File: src/rtl/btn_pkg.sv
// Shared types and default parameters for the push-button conditioner.
package btn_pkg;

    // Auto-repeat phase of one channel.
    typedef enum logic [1:0] {
        REP_IDLE,
        REP_DELAY,
        REP_PERIOD
    } rep_phase_t;

    localparam int DEF_N_CH            = 21;
    localparam int DEF_SYNC_STAGES     = 2;
    localparam int DEF_DEBOUNCE_CYCLES = 4;
    localparam int DEF_REPEAT_DELAY    = 8;
    localparam int DEF_REPEAT_PERIOD   = 4;

    // Largest of three values; sizes the shared counter width.
    function automatic int max3(input int a, input int b, input int c);
        int m;
        m = a;
        if (b > m) m = b;
        if (c > m) m = c;
        return m;
    endfunction

endpackage

File: src/rtl/btn_channel.sv
// One button channel: synchroniser, tick-based debounce, edge pulses and auto-repeat.
module btn_channel
    import btn_pkg::*;
#(
    parameter int SYNC_STAGES     = DEF_SYNC_STAGES,
    parameter int DEBOUNCE_CYCLES = DEF_DEBOUNCE_CYCLES,
    parameter int REPEAT_DELAY    = DEF_REPEAT_DELAY,
    parameter int REPEAT_PERIOD   = DEF_REPEAT_PERIOD
) (
    input  logic clk,
    input  logic nrst,
    input  logic tick,
    input  logic async_in,
    input  logic rep_en,
    output logic level,
    output logic pos_edge,
    output logic neg_edge,
    output logic repeat_pulse
);

    localparam int CW = $clog2(max3(DEBOUNCE_CYCLES, REPEAT_DELAY, REPEAT_PERIOD) + 1);

    logic [SYNC_STAGES-1:0] sync_reg;
    logic                   sync_bit;
    logic [CW-1:0]          db_cnt_reg;
    logic                   level_reg;
    logic                   pos_reg;
    logic                   neg_reg;
    logic                   differ;
    logic                   at_limit;
    logic                   flip;
    logic                   rise;
    logic                   fall;

    // Synchroniser chain runs every clock, independent of tick.
    always_ff @(posedge clk or negedge nrst) begin
        if (!nrst) sync_reg <= '0;
        else       sync_reg <= {sync_reg[SYNC_STAGES-2:0], async_in};
    end

    assign sync_bit = sync_reg[SYNC_STAGES-1];
    assign differ   = (sync_bit != level_reg);
    assign at_limit = (db_cnt_reg == CW'(DEBOUNCE_CYCLES - 1));
    assign flip     = tick && differ && at_limit;
    assign rise     = flip && sync_bit;
    assign fall     = flip && !sync_bit;

    // Debounce counter, level register and registered edge pulses.
    always_ff @(posedge clk or negedge nrst) begin
        if (!nrst) begin
            db_cnt_reg <= '0;
            level_reg  <= 1'b0;
            pos_reg    <= 1'b0;
            neg_reg    <= 1'b0;
        end else begin
            pos_reg <= rise;
            neg_reg <= fall;
            if (tick) begin
                if (differ && !at_limit) db_cnt_reg <= db_cnt_reg + CW'(1);
                else                     db_cnt_reg <= '0;
                if (flip) level_reg <= sync_bit;
            end
        end
    end

    assign level    = level_reg;
    assign pos_edge = pos_reg;
    assign neg_edge = neg_reg;

    generate
        if (REPEAT_DELAY > 0) begin : g_repeat
            rep_phase_t    phase_reg, phase_next;
            logic [CW-1:0] rcnt_reg, rcnt_next;
            logic          rep_reg, pulse_next;

            // Repeat phase/counter state; pulse is registered so it lands with the phase update.
            always_ff @(posedge clk or negedge nrst) begin
                if (!nrst) begin
                    phase_reg <= REP_IDLE;
                    rcnt_reg  <= '0;
                    rep_reg   <= 1'b0;
                end else begin
                    phase_reg <= phase_next;
                    rcnt_reg  <= rcnt_next;
                    rep_reg   <= pulse_next;
                end
            end

            // Next phase: a falling level or disabled repeat wins over any pending pulse.
            always_comb begin
                phase_next = phase_reg;
                rcnt_next  = rcnt_reg;
                pulse_next = 1'b0;
                if (!rep_en || fall) begin
                    phase_next = REP_IDLE;
                    rcnt_next  = '0;
                end else if (tick) begin
                    case (phase_reg)
                        REP_IDLE: begin
                            // Entry on the press itself, or on re-enable while already held.
                            if (rise || level_reg) begin
                                phase_next = REP_DELAY;
                                rcnt_next  = '0;
                            end
                        end
                        REP_DELAY: begin
                            if (rcnt_reg == CW'(REPEAT_DELAY - 1)) begin
                                pulse_next = 1'b1;
                                phase_next = REP_PERIOD;
                                rcnt_next  = '0;
                            end else begin
                                rcnt_next = rcnt_reg + CW'(1);
                            end
                        end
                        REP_PERIOD: begin
                            if (rcnt_reg == CW'(REPEAT_PERIOD - 1)) begin
                                pulse_next = 1'b1;
                                rcnt_next  = '0;
                            end else begin
                                rcnt_next = rcnt_reg + CW'(1);
                            end
                        end
                        default: begin
                            phase_next = REP_IDLE;
                            rcnt_next  = '0;
                        end
                    endcase
                end
            end

            assign repeat_pulse = rep_reg;
        end else begin : g_no_repeat
            assign repeat_pulse = 1'b0;
        end
    endgenerate

endmodule

File: src/rtl/button_conditioner.sv
// N-channel push-button front end: one independent btn_channel per input pin.
module button_conditioner
    import btn_pkg::*;
#(
    parameter int N_CH            = DEF_N_CH,
    parameter int SYNC_STAGES     = DEF_SYNC_STAGES,
    parameter int DEBOUNCE_CYCLES = DEF_DEBOUNCE_CYCLES,
    parameter int REPEAT_DELAY    = DEF_REPEAT_DELAY,
    parameter int REPEAT_PERIOD   = DEF_REPEAT_PERIOD
) (
    input  logic            clk,
    input  logic            nrst,
    input  logic            tick,
    input  logic [N_CH-1:0] async_in,
    input  logic [N_CH-1:0] rep_en,
    output logic [N_CH-1:0] level,
    output logic [N_CH-1:0] pos_edge,
    output logic [N_CH-1:0] neg_edge,
    output logic [N_CH-1:0] repeat_pulse
);

    genvar gi;
    generate
        for (gi = 0; gi < N_CH; gi++) begin : g_ch
            btn_channel #(
                .SYNC_STAGES    (SYNC_STAGES),
                .DEBOUNCE_CYCLES(DEBOUNCE_CYCLES),
                .REPEAT_DELAY   (REPEAT_DELAY),
                .REPEAT_PERIOD  (REPEAT_PERIOD)
            ) u_ch (
                .clk         (clk),
                .nrst        (nrst),
                .tick        (tick),
                .async_in    (async_in[gi]),
                .rep_en      (rep_en[gi]),
                .level       (level[gi]),
                .pos_edge    (pos_edge[gi]),
                .neg_edge    (neg_edge[gi]),
                .repeat_pulse(repeat_pulse[gi])
            );
        end
    endgenerate

endmodule

File: config.mk
export PLATFORM = sky130hd
export DESIGN_NAME = button_conditioner
export DESIGN_NICKNAME = d
export VERILOG_FILES = /design/src/rtl/btn_pkg.sv /design/src/rtl/btn_channel.sv /design/src/rtl/button_conditioner.sv
export SDC_FILE = /design/constraint.sdc
export NUM_CORES = 1
export LEC_CHECK = 0
export BUFFER_PORTS_ARGS = -buffer_cell sky130_fd_sc_hd__buf_4
export CAP_MARGIN = 10
export CELL_PAD_IN_SITES_DETAIL_PLACEMENT = 1
export CELL_PAD_IN_SITES_GLOBAL_PLACEMENT = 2
export CORE_AREA = 2 2 277 197
export CTS_CLUSTER_DIAMETER = 50
export DETAILED_ROUTE_END_ITERATION = 7
export DIE_AREA = 0 0 279 199
export PLACE_DENSITY = 0.82
export SYNTH_ARGS = -nofsm -noshare
export SYNTH_HDL_FRONTEND = slang
export SYNTH_SLANG_ARGS = --single-unit
File: constraint.sdc
create_clock -name clk -period 1.7 [get_ports clk]
set_input_delay 0.255 -clock clk [delete_from_list [all_inputs] [get_ports clk]]
set_output_delay 0.255 -clock clk [all_outputs]
set_load 0.02 [all_outputs]
==> flow_metrics.env <==
export IMPL_reg2reg_from="g_ch[11].u_ch.g_repeat.phase_reg[1]"
export IMPL_nFillCells=5731
export IMPL_drt_iter0_markers=755
export IMPL_setup_violations=19
export IMPL_crit_start="g_ch[11].u_ch.g_repeat.phase_reg[1]"
export IMPL_grt_usage_pct=18.19
export IMPL_place_ws_ns=-0.1815
export IMPL_setup_tns_ns=-0.8747
export IMPL_synth_most_common_cell="dfrtp_1"
export IMPL_finClkSkew_ns=0.01129
export IMPL_critPathKind="reg -> reg"
export IMPL_vias=15800
export IMPL_worst_slack_ns=-0.1239
export IMPL_period_share_pct=107.3
export IMPL_crit_required_ns=2.18
export IMPL_fin_util_pct=49.74
export IMPL_fin_nets=2496
export IMPL_routedWlPerCell_um=17.55
export IMPL_grt_antenna_before_repair=0
export IMPL_drive_above_1_share_pct=37.60
export IMPL_finalWeightedCongestion=0.8132
export IMPL_core_um2=53030
export IMPL_violations="setup timing"
export IMPL_tightest_slew_ns=0.5171
export IMPL_report_final_slew_viol_count=0
export IMPL_syn2layout_area_growth_pct=39.63
export IMPL_synth_cell_types=78
export IMPL_crit_chain="inv_2 > ha_4 > nor2_2 > or2_2 > or4b_4 > o211ai_1"
export IMPL_grt_overflow=0
export IMPL_syn_avg_cell_area_um2=10.22
export IMPL_first_pass_iters=5
export IMPL_cts_buffer_depth=3
export IMPL_synthTopCellsByCount="336 x dfrtp_1, 165 x nand2_1, 139 x ha_1"
export IMPL_fin_crit_ns=1.824
export IMPL_rsz0062_at_grt="true"
export IMPL_cts_sinks=336
export IMPL_synth_seq_cells=336
export IMPL_tritoncts="done"
export IMPL_power_mw=35.30
export IMPL_cp_endpoint="g_ch[11].u_ch.g_repeat.rcnt_reg[3]"
export IMPL_startpoint_type="flip-flop"
export IMPL_syn_inst=1848
export IMPL_ys_async_sr_fraction_pct=100.0
export IMPL_clk_pin_slew_ns=0.06
export IMPL_syn_nets=2032
export IMPL_io_pins=129
export IMPL_grt_pass1_vias=16760
export IMPL_yosysTopAreaCellShare_pct=44.51
export IMPL_synth_area_leaders="dfrtp_1 45%, ha_1 9.2%, o21ai_0 3.6%, buf_4 3.4%, nand2_1 3.3%"
export IMPL_root_buffer="clkbuf_16"
export IMPL_reg2reg_to="g_ch[11].u_ch.g_repeat.rcnt_reg[3]"
export IMPL_die_y_um=199
export IMPL_start_util_pct=35.62
export IMPL_clk_latency_ns=0.56
export IMPL_r2r_cells=6
export IMPL_finalWirelength_um=53350
export IMPL_ff2ff_setup_slack_ns=-0.12
export IMPL_syn_area_um2=18890
export IMPL_drc=0
export IMPL_n_antenna_cell=0
export IMPL_htreeDepth=2
export IMPL_cp_slowest_cell="or4b_4"
export IMPL_hold_class="in -> reg"
export IMPL_cts_buffers=43
export IMPL_portBuffers=128
export IMPL_yosysSeqAreaShare_pct=44.51
export IMPL_hpwl_um=35670
export IMPL_holdWs_ns=0.09044
export IMPL_max_cap_violations=0
export IMPL_yosysTopAreaCell="dfrtp_1"
export IMPL_final_seq_area_um2=8409
export IMPL_relSlewSlack_pct=64.63
export IMPL_detail_route_antenna_nets=0
export IMPL_finalHoldViolations=0
export IMPL_dieArea_um2=55520
export IMPL_irDropWorstVdd_v=0.0006726
export IMPL_worst_path_max_fanout=3
export IMPL_arrival_ns=2.30
export IMPL_multi_input_area_um2=10760
export IMPL_num_rows=71
export IMPL_end_kind="flip-flop"
export IMPL_grt_first_pass_wirelength_um=84280
export IMPL_synth_edf_count=0
export IMPL_outcome="finished, violations left"
export IMPL_p_per_area_nw_per_um2=1338
export IMPL_yosys_warnings=0
export IMPL_slowest_delay_ns=0.52
export IMPL_viasPerCell=5.200
export IMPL_leakage_nw=11.61
export IMPL_ys_flop_type="dfrtp_1"
export IMPL_grt_max_degree=49
export IMPL_fmax_mhz=548.3
export IMPL_fp_dieW_um=279
==> cells in the final DEF, fill, tap and decap left out, drive strengths merged, types with 28 or more instances in the layout <==
cell type / synthesis / final
a21oi: 51 / 51
a22o: 44 / 44
buf: 104 / 510
clkbuf: 13 / 57
dfrtp: 336 / 336
ha: 139 / 139
inv: 117 / 122
mux2i: 34 / 34
nand2: 165 / 165
nand2b: 70 / 70
nand3: 65 / 65
nand3b: 35 / 35
nor2: 66 / 66
nor3b: 40 / 40
o21ai: 138 / 138
o31ai: 28 / 28
==> through the flow <==
step / instance area, um2 / instances
3_3_place_gp: 22430 / 2842
2_1_floorplan: 19070 / 1848
5_1_grt: 26380 / 3039
3_5_place_dp: 22430 / 2842
4_1_cts: 24940 / 2987
6_report: 26380 / 3039
==> logic make-up (layout without fill, tap and decap cells) <==
kind of cell    after synthesis  count (layout)  synth area share (%)
compound gates              430             430                 16.34
xor+xnor                     23              23                 1.066
fa+ha+maj                   139             139                 9.206
buf+inv                     234             732                 6.610
flops                       336             336                 44.51
mux                          43              43                 2.338
simple gates                643             643                 19.94
==> area by class of cell <==
| cell class | count | area share [%] |
|---|---|---|
| multi-input cells | 1278 | 40.80 |
| flip-flops and latches | 336 | 31.88 |
| repair buffers | 536 | 16.64 |
| clock buffers | 57 | 4.625 |
| well taps | 693 | 3.287 |
| inverters | 117 | 1.665 |
| clock inverters | 22 | 1.096 |
==> timing repair <==
item | CTS | global route
gates cloned | 2 | 0
endpoints found under the setup margin | 88 | 128
setup buffers | 38 | 56
pin swaps | 60 | 122
gates resized for setup | 108 | 230
hold endpoints to repair | 65 | 0
hold buffers | 26 | 0
==> layer usage <==
metal / wire (um) / GRT usage (%) / vias to the layer above
li1: - / - / 7592
met1: 24180 / 23.73 / 7961
met2: 26650 / 31.53 / 166
met3: 1309 / 2.619 / 85
met4: 1205 / 5.078 / 0
met5: 0 / 0 / -
==> worst min path at each step <==
stage                                         end       start  cells past startpoint
5_1_grt                 g_ch[7].u_ch.repeat_pulse   rep_en[7]                      4
6_report               g_ch[10].u_ch.repeat_pulse  rep_en[10]                      3
3_5_place_dp   g_ch[5].u_ch.g_repeat.phase_reg[0]        nrst                      1
2_1_floorplan          g_ch[0].u_ch.db_cnt_reg[0]        nrst                      0
3_3_place_gp   g_ch[5].u_ch.g_repeat.phase_reg[0]        nrst                      1
4_1_cts                g_ch[10].u_ch.repeat_pulse  rep_en[10]                      3
==> critical path, delay by kind of cell (launching register included) <==
family | cells | cell delay [ns]
flops | 1 | 0.43
simple gates | 3 | 0.88
buf+inv | 1 | 0.11
compound gates | 1 | 0.17
fa+ha+maj | 1 | 0.15
==> power by group <==
part / internal [mW] / switching, mW
clock: 5.87 / 3.80
sequential: 9.33 / 1.31
combinational: 7.39 / 7.60
Note: power is estimated with default switching activity, not from simulation.
